--- config.mk ---
export PLATFORM = sky130hd
export DESIGN_NAME = joy_adc_scanner
export DESIGN_NICKNAME = d
export VERILOG_FILES = /design/src/rtl/joy_pkg.sv /design/src/rtl/joy_debounce.sv /design/src/rtl/joy_adc_scanner.sv
export SDC_FILE = /design/constraint.sdc
export NUM_CORES = 1
export LEC_CHECK = 0
export CORE_UTILIZATION = 56
export DETAILED_ROUTE_END_ITERATION = 6
export GPL_TIMING_DRIVEN = 0
export MAX_ROUTING_LAYER = met4
export PLACE_DENSITY_LB_ADDON = 0.3
export REMOVE_ABC_BUFFERS = 1
export SYNTH_ARGS = -nofsm -noshare
export SYNTH_HDL_FRONTEND = slang
export SYNTH_SLANG_ARGS = --single-unit
--- constraint.sdc ---
create_clock -name clk -period 2.3 [get_ports clk]
set_clock_uncertainty 0.15 [all_clocks]
set_input_delay 0.46 -clock clk [delete_from_list [all_inputs] [get_ports clk]]
set_output_delay 0.46 -clock clk [all_outputs]
set_load 0.1 [all_outputs]
--- src/rtl/joy_pkg.sv ---
// joy_pkg: FSM states, MCP3008 command constants and frame helpers for joy_adc_scanner
package joy_pkg;
  typedef enum logic [2:0] {IDLE, CS_SETUP, SHIFT, CS_HOLD, UPDATE} joy_state_e;
  localparam int START_BIT = 1;
  localparam int SGL_BIT = 1;
  localparam int CMD_BITS = 5;
  localparam int NULL_BITS = 1;
  function automatic int frame_bits(input int adc_bits);
    return CMD_BITS + NULL_BITS + adc_bits;
  endfunction
  function automatic logic cmd_bit(input int p, input logic [2:0] ch);
    return p == 0 ? START_BIT[0] : p == 1 ? SGL_BIT[0] : p < CMD_BITS ? ch[2'(4 - p)] : 1'b0;
  endfunction
endpackage

--- src/rtl/joy_debounce.sv ---
// joy_debounce: synchronise, invert and debounce one active-low switch
module joy_debounce #(
  parameter int DEBOUNCE_CYCLES = 16
) (
  input  logic clk,
  input  logic rst,
  input  logic sw_n,
  output logic state,
  output logic press
);
  localparam int CW = $clog2(DEBOUNCE_CYCLES);
  localparam logic [CW-1:0] LAST = CW'(DEBOUNCE_CYCLES - 1);
  logic [1:0] sync_n;
  logic [CW-1:0] cnt;
  logic raw;
  logic accept;
  assign raw = ~sync_n[1];
  assign accept = raw != state && cnt == LAST;
  // two-flop synchroniser; the released level is high
  always_ff @(posedge clk or negedge rst)
    if (!rst) sync_n <= '1;
    else sync_n <= {sync_n[0], sw_n};
  // count consecutive cycles differing from the accepted state; the counter stops at LAST
  always_ff @(posedge clk or negedge rst)
    if (!rst) begin
      state <= 1'b0;
      press <= 1'b0;
      cnt <= '0;
    end else begin
      press <= accept && raw;
      state <= accept ? raw : state;
      cnt <= (raw == state || accept) ? '0 : cnt + 1'b1;
    end
endmodule

--- src/rtl/joy_adc_scanner.sv ---
// joy_adc_scanner: scans NUM_AXES channels of an MCP3008-style SPI ADC and debounces buttons; JOY_DEADZONE_EN enables centre snapping
module joy_adc_scanner import joy_pkg::*; #(
  parameter int NUM_AXES = 2,
  parameter int ADC_BITS = 10,
  parameter int SCLK_DIV = 4,
  parameter int NUM_BUTTONS = 1,
`ifdef JOY_DEADZONE_EN
  parameter int DEADZONE = 8,
`endif
  parameter int DEBOUNCE_CYCLES = 16
) (
  input  logic                         clk,
  input  logic                         rst,
  input  logic                         enable,
  output logic                         adc_cs_n,
  output logic                         adc_sclk,
  output logic                         adc_mosi,
  input  logic                         adc_miso,
  input  logic [NUM_BUTTONS-1:0]       joy_sw_n,
  output logic [NUM_AXES*ADC_BITS-1:0] axis_data,
  output logic                         frame_valid,
  output logic [NUM_BUTTONS-1:0]       buttons,
  output logic [NUM_BUTTONS-1:0]       button_press
);
  localparam int FB = frame_bits(ADC_BITS);
  localparam int DW = $clog2(SCLK_DIV);
  localparam int BW = $clog2(FB);
  localparam logic [DW-1:0] DIV_LAST = DW'(SCLK_DIV - 1);
  localparam logic [BW-1:0] BIT_LAST = BW'(FB - 1);
  localparam logic [BW-1:0] BIT_DATA = BW'(CMD_BITS + NULL_BITS);
  localparam logic [2:0] CH_LAST = 3'(NUM_AXES - 1);
`ifdef JOY_DEADZONE_EN
  localparam int AW = ADC_BITS + 1;
  localparam logic signed [AW-1:0] MID = AW'(1 << (ADC_BITS - 1));
  localparam logic signed [AW-1:0] DZ = AW'(DEADZONE);
  function automatic logic [ADC_BITS-1:0] snap(input logic [ADC_BITS-1:0] v);
    logic signed [AW-1:0] d;
    d = $signed({1'b0, v}) - MID;
    return (d <= DZ && d >= -DZ) ? MID[ADC_BITS-1:0] : v;
  endfunction
`endif
  joy_state_e state, state_nx;
  logic [DW-1:0] div_cnt;
  logic [BW-1:0] bit_cnt;
  logic [2:0] ch;
  logic sclk_q;
  logic tick;
  logic [ADC_BITS-1:0] sh;
  logic [ADC_BITS-1:0] shadow [NUM_AXES];
  logic [NUM_AXES*ADC_BITS-1:0] pub;
  assign tick = div_cnt == DIV_LAST;
  assign adc_sclk = sclk_q;
  // state register; reset aborts any frame in flight
  always_ff @(posedge clk or negedge rst)
    if (!rst) state <= IDLE;
    else state <= state_nx;
  // next state; enable only matters at frame boundaries
  always_comb begin
    state_nx = state;
    case (state)
      IDLE:     state_nx = enable ? CS_SETUP : IDLE;
      CS_SETUP: state_nx = tick ? SHIFT : CS_SETUP;
      SHIFT:    state_nx = (tick && sclk_q && bit_cnt == BIT_LAST) ? CS_HOLD : SHIFT;
      CS_HOLD:  state_nx = !tick ? CS_HOLD : ch == CH_LAST ? UPDATE : enable ? CS_SETUP : IDLE;
      UPDATE:   state_nx = enable ? CS_SETUP : IDLE;
      default:  state_nx = IDLE;
    endcase
  end
  // chip select and command bits, which only move while SCLK is low
  always_comb begin
    adc_cs_n = !(state == CS_SETUP || state == SHIFT);
    adc_mosi = !adc_cs_n && cmd_bit(int'(bit_cnt), ch);
  end
  // published values, optionally snapped to the centre
  always_comb begin
    pub = '0;
    for (int k = 0; k < NUM_AXES; k++)
`ifdef JOY_DEADZONE_EN
      pub[k*ADC_BITS +: ADC_BITS] = snap(shadow[k]);
`else
      pub[k*ADC_BITS +: ADC_BITS] = shadow[k];
`endif
  end
  // SCLK generation, MISO capture, per-channel shadows and the coherent snapshot
  always_ff @(posedge clk or negedge rst)
    if (!rst) begin
      div_cnt <= '0;
      bit_cnt <= '0;
      ch <= '0;
      sclk_q <= 1'b0;
      sh <= '0;
      axis_data <= '0;
      frame_valid <= 1'b0;
      for (int k = 0; k < NUM_AXES; k++) shadow[k] <= '0;
    end else begin
      div_cnt <= ((state == CS_SETUP || state == SHIFT || state == CS_HOLD) && !tick) ? div_cnt + 1'b1 : '0;
      sclk_q <= state == SHIFT && (tick ? !sclk_q : sclk_q);
      bit_cnt <= state != SHIFT ? '0 : (tick && sclk_q) ? bit_cnt + 1'b1 : bit_cnt;
      sh <= (state == SHIFT && tick && !sclk_q && bit_cnt >= BIT_DATA) ? ADC_BITS'({sh, adc_miso}) : sh;
      ch <= state == UPDATE ? '0 : (state == CS_HOLD && tick && ch != CH_LAST) ? ch + 1'b1 : ch;
      for (int k = 0; k < NUM_AXES; k++) shadow[k] <= (state == CS_HOLD && tick && ch == 3'(k)) ? sh : shadow[k];
      frame_valid <= state == UPDATE;
      axis_data <= state == UPDATE ? pub : axis_data;
    end
  for (genvar i = 0; i < NUM_BUTTONS; i++) begin : g_btn
    joy_debounce #(.DEBOUNCE_CYCLES(DEBOUNCE_CYCLES)) u_db (
      .clk(clk),
      .rst(rst),
      .sw_n(joy_sw_n[i]),
      .state(buttons[i]),
      .press(button_press[i])
    );
  end
endmodule

### Word level (Yosys, flattened, before mapping)

Index checks and enable logic that the tools add are counted.

| cells by class | value |
|---|---|
| mux-type cells | 19 |
| bitwise operators | 1 |
| reductions and logical operators | 26 |
| magnitude comparators | 3 |
| add/subtract/negate cells | 5 |
| equal/unequal tests | 13 |

Operators with widths:

| operator | count |
|---|---|
| 1-bit logical AND | 14 |
| 3-bit two-way mux | 4 |
| 4-bit two-way mux | 3 |
| 3-bit one-hot mux with 4 select lines | 1 |
| 4-bit by 1-bit adder with 4-bit output, second input constant | 2 |
| 4-bit == test, second input constant | 2 |
| 1-bit two-way mux | 8 |
| 3-bit by 1-bit == test with 1-bit output, second input constant | 2 |
| 3-bit by 2-bit == test with 1-bit output, second input constant | 2 |
| 3-bit logical NOT | 2 |
| 4-bit by 2-bit == test with 1-bit output, second input constant | 1 |
| 4-bit by 3-bit >= comparator with 1-bit output, second input constant | 1 |
| 4-bit logical NOT | 1 |
| 2-bit by 4-bit less-than comparator with 1-bit output, second input constant | 1 |
| 4-bit by 3-bit less-than comparator with 1-bit output, second input constant | 1 |
| 2-bit two-way mux | 2 |
| 2-bit nonzero test | 2 |
| 3-bit by 1-bit adder with 3-bit output, second input constant | 1 |
| 3-bit == test, second input constant | 1 |
| 1-bit logical NOT | 3 |
| 1-bit logical OR | 3 |
| 3-bit by 1-bit inequality test with 1-bit output, second input constant | 1 |
| 3-bit by 2-bit inequality test with 1-bit output, second input constant | 1 |
| 2-bit by 1-bit adder with 2-bit output, second input constant | 1 |
| other kinds (7) | 7 |

| word-level totals | value |
|---|---|
| flip-flop bits (word level) | 72 |
| output and inout port bits | 26 |
| bits of input ports | 5 |
| word-level logic and storage cells | 81 |

### Longest topological paths before layout

Gate-level depths: netlist of run 1.

| depth | value |
|---|---|
| depth after elaboration | 8 |
| mapped depth | 6 |

### Cells and area by module

From an unflattened synthesis of run 1, not the netlist that was laid out.

| second synthesis, totals | value |
|---|---|
| cells, all modules | 210 |
| area total of the unflattened synthesis | 2991.6 um^2 |

By module, submodules not included:

| module | area an instance (um^2) | cells an instance | times used |
|---|---|---|---|
| joy_adc_scanner | 2678.8 | 187 | 1 |
| joy_debounce | 312.8 | 23 | 1 |

### Worst setup path before layout of run 1

Ideal clock, no wire load.

| path | value |
|---|---|
| kind | reg-to-output |
| from | register state[0] |
| to | output port adc_mosi |
| path slack | -4.367 ns |
| arrival | 6.057 ns |
| buffers on the path | 1 |
| stages on the path, launching flop included | 5 |
| cell sequence | dfrtp_1 buf_2 xor2_1 nand2b_1 a2111oi_0 |

| between the ends | value |
|---|---|
| cells in the longest elaborated chain, start to end | 3 |
| elaborated cells on any way between the ends | 4 |

RTL lines:

| what | RTL line | source |
|---|---|---|
| start, declared | joy_adc_scanner.sv:42 | `joy_state_e state, state_nx;` |
| start signal, assigned | joy_adc_scanner.sv:56 | `else state <= state_nx;` |
| 3-bit by 1-bit == test with 1-bit output / 3-bit by 2-bit == test with 1-bit output (equally long branches) | joy_adc_scanner.sv:71 | `adc_cs_n = !(state == CS_SETUP \|\| state == SHIFT);` |
| 1-bit logical OR (*) | joy_adc_scanner.sv:71 |  |
| 1-bit logical AND (*) | joy_adc_scanner.sv:72 | `adc_mosi = !adc_cs_n && cmd_bit(int'(bit_cnt), ch);` |
| end, declared | joy_adc_scanner.sv:17 | `output logic adc_mosi,` |

Every way passes the cells marked *; elsewhere a longest branch is shown, timed or not.

### Worst setup path after layout of run 1

| path | value |
|---|---|
| from | register bit_cnt[0] |
| to | output port adc_mosi |

| between the ends | value |
|---|---|
| cells in the longest elaborated chain, start to end | 8 |
| elaborated cells on any way between the ends | 11 |

RTL lines:

| what | RTL line | source |
|---|---|---|
| start, declared | joy_adc_scanner.sv:44 | `logic [BW-1:0] bit_cnt;` |
| start signal, assigned | joy_adc_scanner.sv:98 | `bit_cnt <= state != SHIFT ? '0 : (tick && sclk_q) ? bit_cnt + 1'b1 : bit_cnt;` |
| 1-bit by 2-bit subtractor with 2-bit output | joy_pkg.sv:12 | `return p == 0 ? START_BIT[0] : p == 1 ? SGL_BIT[0] : p < CMD_BITS ? ch[2'(4 - p)] : 1'b0;` |
| 1-bit binary-select mux with 2-bit select | joy_pkg.sv:12 |  |
| 1-bit two-way mux (not written as such) (2 in a row) | joy_pkg.sv:12 |  |
| 1-bit two-way mux (2 in a row) | joy_pkg.sv:12 |  |
| 1-bit two-way mux (*) | joy_pkg.sv:12 |  |
| 1-bit logical AND (*) | joy_adc_scanner.sv:72 |  |

Every way passes the cells marked *; elsewhere a longest branch is shown, timed or not. The select of a mux whose other input is x is not followed.

==> results of run 1 <==
==> critical path, cell delays in order, from the launching register on <==
cell and delay [ps]:
dfrtp_2 430, inv_4 70, ha_4 200, and3b_1 240
a211oi_2 50, o21ba_2 210, a2111oi_4 200, buf_6 270
==> registers in the layout (all words and copies together) (netlist names), 2 cells and up <==
| name | flops |
|---|---|
| ch | 3 |
| g_btn.u_db.sync_n | 2 |
| bit_cnt | 4 |
| pub | 20 |
| state | 3 |
| axis_data | 20 |
| g_btn.u_db.cnt | 4 |
| div_cnt | 2 |
| sh | 10 |
==> layout by cell type (no fill, tap or decap), drive strengths merged, types with 2 or more instances in the layout <==
cell           netlist  routed
dlygate4sd2          0      24
clkbuf               0      13
xor2                 5       5
buf                  6       9
mux2                51      51
inv                  9       9
o21ai                5       5
dfrtp               70      70
nor2                16      16
a21oi                4       4
ha                  10      10
xnor2                4       4
dfstp                2       2
nand2                4       4
nand4b               2       2
mux2i                2       2
nand2b               4       4
nand3                3       3
clkdlybuf4s50        0       3
==> power breakdown <==
group / total (mW) / switching [mW] / leakage (nW) / internal (mW)
logic: 0.0384 / 0.0282 / 0.757 / 0.0102
registers: 1.28 / 0.00427 / 0.972 / 1.27
clock network: 0.967 / 0.436 / 0.0936 / 0.531
==> worst paths after layout <==
check / startpoint / end / slack, ps / cells past startpoint
min: rst / bit_cnt[2] / 80 / 1
max: bit_cnt[0] / adc_mosi / -310 / 7
min reg2reg: g_btn[0].u_db.sync_n[0] / g_btn[0].u_db.sync_n[1] / 210 / 0
max in group asynchronous: rst / bit_cnt[0] / 1280 / 1
min in group clk: g_btn[0].u_db.sync_n[0] / g_btn[0].u_db.sync_n[1] / 210 / 0
max reg2reg: div_cnt[0] / pub[1] / -120 / 4
==> final cells by class <==
| class | instances | area, µm² |
|---|---|---|
| clock buffers | 13 | 148.9 |
| repair buffers | 36 | 309.0 |
| multi-input cells | 123 | 1137 |
| well taps | 70 | 87.58 |
| inverters | 9 | 36.28 |
| clock inverters | 3 | 42.54 |
| fillers | 370 | 1540 |
| flip-flops and latches | 72 | 1805 |
==> through the flow <==
step / instances / worst slack, ps / TNS [ps] / hold slack [ps] / cell area [µm²]
4_1_cts: 325 / -330.2 / -1641 / 120.3 / 3555
6_report: 326 / -307.8 / -1324 / 78.16 / 3567
3_5_place_dp: 304 / -1297 / -3940 / 197.2 / 3313
3_3_place_gp: 304 / -1747 / -130910 / 196.6 / 3311
5_1_grt: 326 / -375.8 / -3148 / 154.9 / 3567
2_1_floorplan: 204 / -4328 / -4328 / 14.41 / 2923
==> repair_timing <==
item | 4_1_cts | 5_1_grt
pin swaps | 2 | 2
buffers inserted | 5 | 1
resized for setup | 48 | 1
setup endpoints to repair | 66 | 11
==> metal layers <==
layer  vias up  share of wire (%)  global-route usage (%)  wire length [µm]
met1       881                 47                   27.41              2259
met4         0               0.84                   7.547                40
met3         4                3.0                   4.418               141
met2        22                 49                   29.83              2321
met5         -                  0                       -                 0
li1        810                  -                       -                 -
==> cell families (layout without fill, tap and decap cells) <==
family	after synthesis	after routing	synth area share, %
AOI/OAI and AO/OA	13	13	3.080
adders and majority gates	10	10	4.219
DFF	72	72	60.84
and+or+nand+nor	38	38	6.583
xor gates and xnor gates	9	9	2.658
buffers and inverters	15	61	2.574
muxes	53	53	20.04
==> flow_summary.ini, run 1 <==
[logic_synthesis]
yosys_warnings = 0
syn_area_um2 = 2965
synth_edf_count = 0
synth_top_area_cell = dfrtp_1
ys_top_cells_by_area = dfrtp_1, mux2_2, ha_1
ys_top_cells_by_count = dfrtp_1, mux2_2, nor2_1
ys_seq_elements = 72
synth-main-ff-cell = dfrtp_1
ys_async_sr_fraction_pct = 100.0
yosysTopAreaCellShare_pct = 59.07
seq_area_frac_synth_pct = 60.84
syn_avg_cell_area_um2 = 14.12
synth_cells = 210
synth.distinct_cells = 32
synth_most_common_cell = dfrtp_1

[placement]
dp_hpwl_um = 2970
gp_congestion = 0.7834
place.port_buffers = 30

[timing]
hold_viol_final = 0
relSlewSlack_pct = 35.61
timing.fmax_mhz = 383.5
period_needed_ps = 2608
rsz0062_at_grt = yes
setup_viol = 11
period_share_pct = 113.4
worst_pin_slew_ps = 969.7
final_max_slew_viol_count = 0
fin_ws_ps = -307.8

[grt]
grt_start_max_net_pins = 73
grt_pass1_wl_um = 7948
gr-total-overflow = 0
grtUsageTotal_pct = 20.10
antenna_found_initial = 0
grt_pass1_vias = 1661

[die]
core_um2 = 5107
die_x_um = 74.77
die_height_um = 74.77
die_area_um2 = 5591
floorplan.initialDensity_pct = 58.06
num_rows = 26
io_pins = 31

[critical_path]
critPathKind = flip-flop to output pin
startpoint_type = flip-flop
endpoint_kind = output pin
path_max_fanout = 3
critical_path_arrival_ps = 2000
cp.required_ps = 1690

[route]
wl_per_cell_um = 14.61
via_count = 1717
drc = 0
drt_wl_total_um = 4762
antenna_left = 0
drtIter0Drc = 93
viasPerCell = 5.267
drt-pass1-iter-count = 4

[power]
ir_worst_vdd_mv = 0.5296
power.total_mw = 2.282
power_leakage_nw = 1.822
power_density_nw_per_um2 = 639.8

[clock_network]
clock-sinks = 72
root_buffer = clkbuf_8
htreeDepth = 3
cts_buffers = 9
postCtsHoldBufs = 0
insertion_delay_ps = 330
cts_tree = yes
clock_path_buffers = 2
cts.clk_slew.worst_paths_ps = 70

[finish]
final_nets = 266
diodes = 0
fin_util_pct = 69.84
drive_gt1_share_pct = 33.20
area_delta_synth_final_pct = 20.30

[flow_run]
drv_cap = 0

[hold_path]
min_path_type = input pin to asynchronous set/reset pin

[run_status]
outcome = finished, violations left
violations = setup timing
Power figures use the tool's default switching activity.
==> inputs of run 2 (changes only) <==
--- a/config.mk
+++ b/config.mk
@@ -6,6 +6,7 @@
 export NUM_CORES = 1
 export LEC_CHECK = 0
 export CORE_UTILIZATION = 56
+export CTS_CLUSTER_DIAMETER = 50
 export DETAILED_ROUTE_END_ITERATION = 6
 export GPL_TIMING_DRIVEN = 0
 export MAX_ROUTING_LAYER = met4
==> results of run 2 <==
The final DEF is identical to that of run 1; final timing and power are the same.
==> inputs of run 3 (changes only) <==
--- a/config.mk
+++ b/config.mk
@@ -5,8 +5,8 @@
 export SDC_FILE = /design/constraint.sdc
 export NUM_CORES = 1
 export LEC_CHECK = 0
+export CORE_MARGIN = 5
 export CORE_UTILIZATION = 56
-export CTS_CLUSTER_DIAMETER = 50
 export DETAILED_ROUTE_END_ITERATION = 6
 export GPL_TIMING_DRIVEN = 0
 export MAX_ROUTING_LAYER = met4
==> flow_summary.ini, run 3 (synthesis gave the netlist of run 1 again) <==
[flow_run]
drv_cap = 0

[finish]
diodes = 0
drive_gt1_share_pct = 33.86
design_area_um2 = 3555
area_delta_synth_final_pct = 19.87
final_cell_mix = dfrtp_1, mux2_2, dlygate4sd2_1
final_nets = 264
n_fill_cell = 417
final_common_cell = dfrtp_1

[hold_path]
min_path_type = input pin to asynchronous set/reset pin

[route]
viasPerCell = 5.204
drc = 0
antenna_left = 0
wl_per_cell_um = 15.08
drtIter0Drc = 61
via_count = 1686
drt-pass1-iter-count = 4
drt_wl_total_um = 4885

[critical_path]
critPathKind = flip-flop to output pin
critical_path_arrival_ps = 2070
cpPeakStageDelay_ps = 400
path_cells = inv_2 -> ha_4 -> and3b_2 -> a211oi_2 -> o21ba_2 -> a2111oi_4 -> buf_6
cp_slowest_cell = dfrtp_1
cp.required_ps = 1690
startpoint_type = flip-flop
path_max_fanout = 3
endpoint_kind = output pin

[clock_network]
cts_tree = yes
postCtsHoldBufs = 0
insertion_delay_ps = 340
root_buffer = clkbuf_8
clock_path_buffers = 2
cts.clk_slew.worst_paths_ps = 80
htreeDepth = 3
clock-sinks = 72
cts_buffers = 9

[grt]
grt_pass1_wl_um = 8562
antenna_found_initial = 0
grtUsageTotal_pct = 17.48
grt_start_max_net_pins = 73
grt_pass1_vias = 1784
gr-total-overflow = 0

[placement]
gp_congestion = 0.7969
dp_hpwl_um = 3043
placed_area_um2 = 3313
place.port_buffers = 30

[timing]
holdWs_ps = 72.16
setup_viol = 11
period_needed_ps = 2683
final_max_slew_viol_count = 0
hold_viol_final = 0
period_share_pct = 116.6
setup_tns_ps = -991.7
worst_pin_slew_ps = 970.1
timing.fmax_mhz = 372.8
relSlewSlack_pct = 35.58
rsz0062_at_grt = yes
fin_ws_ps = -382.6

[run_status]
outcome = finished, violations left
violations = setup timing

[power]
power.total_mw = 2.253
ir_worst_vdd_mv = 0.4745
power_leakage_nw = 1.810
power_density_nw_per_um2 = 633.7

[die]
floorplan.initialDensity_pct = 57.69
die_height_um = 82.77
num_rows = 26
die_x_um = 82.77
core_um2 = 5140
die_area_um2 = 6851
io_pins = 31
## run 3: critical path, delay by kind of cell, from the launching register on
| kind | cells | cell delay [ps] |
|---|---|---|
| AOI/OAI and AO/OA | 3 | 500 |
| adders and majority gates | 1 | 210 |
| buffers and inverters | 2 | 370 |
| DFF | 1 | 400 |
| and+or+nand+nor | 1 | 260 |
## run 3: worst paths after layout
kind | endpoint | depth (start not counted) | slack [ps] | start
hold / removal | adc_sclk | 1 | 70 | rst
setup reg to reg | pub[5] | 4 | -70 | div_cnt[0]
hold reg to reg | g_btn[0].u_db.sync_n[1] | 0 | 210 | g_btn[0].u_db.sync_n[0]
max in group asynchronous | bit_cnt[0] | 1 | 1320 | rst
min in group clk | g_btn[0].u_db.sync_n[1] | 0 | 210 | g_btn[0].u_db.sync_n[0]
setup / recovery | adc_mosi | 7 | -380 | bit_cnt[1]
## run 3: cell type report
type	count	area [µm²]	share of cell area [%]
clock buffers	13	168.9	4.752
clock inverters	3	23.77	0.6688
inverters	9	36.28	1.021
multi-input cells	123	1139	32.03
flip-flops and latches	72	1805	50.79
well taps	70	87.58	2.464
repair buffers	34	294.0	8.272
## run 3: repair_timing
action,4_1_cts,5_1_grt
endpoints found under the setup margin,66,12
pin swaps,3,0
gates resized for setup,49,1
buffers inserted,4,0
## run 3: per-stage QoR
| stage | instances | setup WS [ps] | util [%] |
|---|---|---|---|
| after global placement | 304 | -1773 | 64.41 |
| after CTS | 324 | -366.5 | 69.26 |
| after detailed placement | 304 | -1357 | 64.46 |
| final | 324 | -382.6 | 69.16 |
| after floorplan | 204 | -4328 | - |
| after global routing | 324 | -433.5 | 69.16 |
## run 3: power breakdown
part	internal [mW]	total (mW)	switching, mW
Sequential	1.27	1.28	0.00396
Clock	0.484	0.937	0.453
Combinational	0.0103	0.0389	0.0286
## run 3: layer usage
metal / wire length [µm] / share of wire, % / global-route usage [%]
met4: 89 / 1.8 / 7.843
met1: 2277 / 47 / 22.56
met3: 198 / 4.1 / 4.860
met5: 0 / 0 / -
met2: 2319 / 47 / 25.88
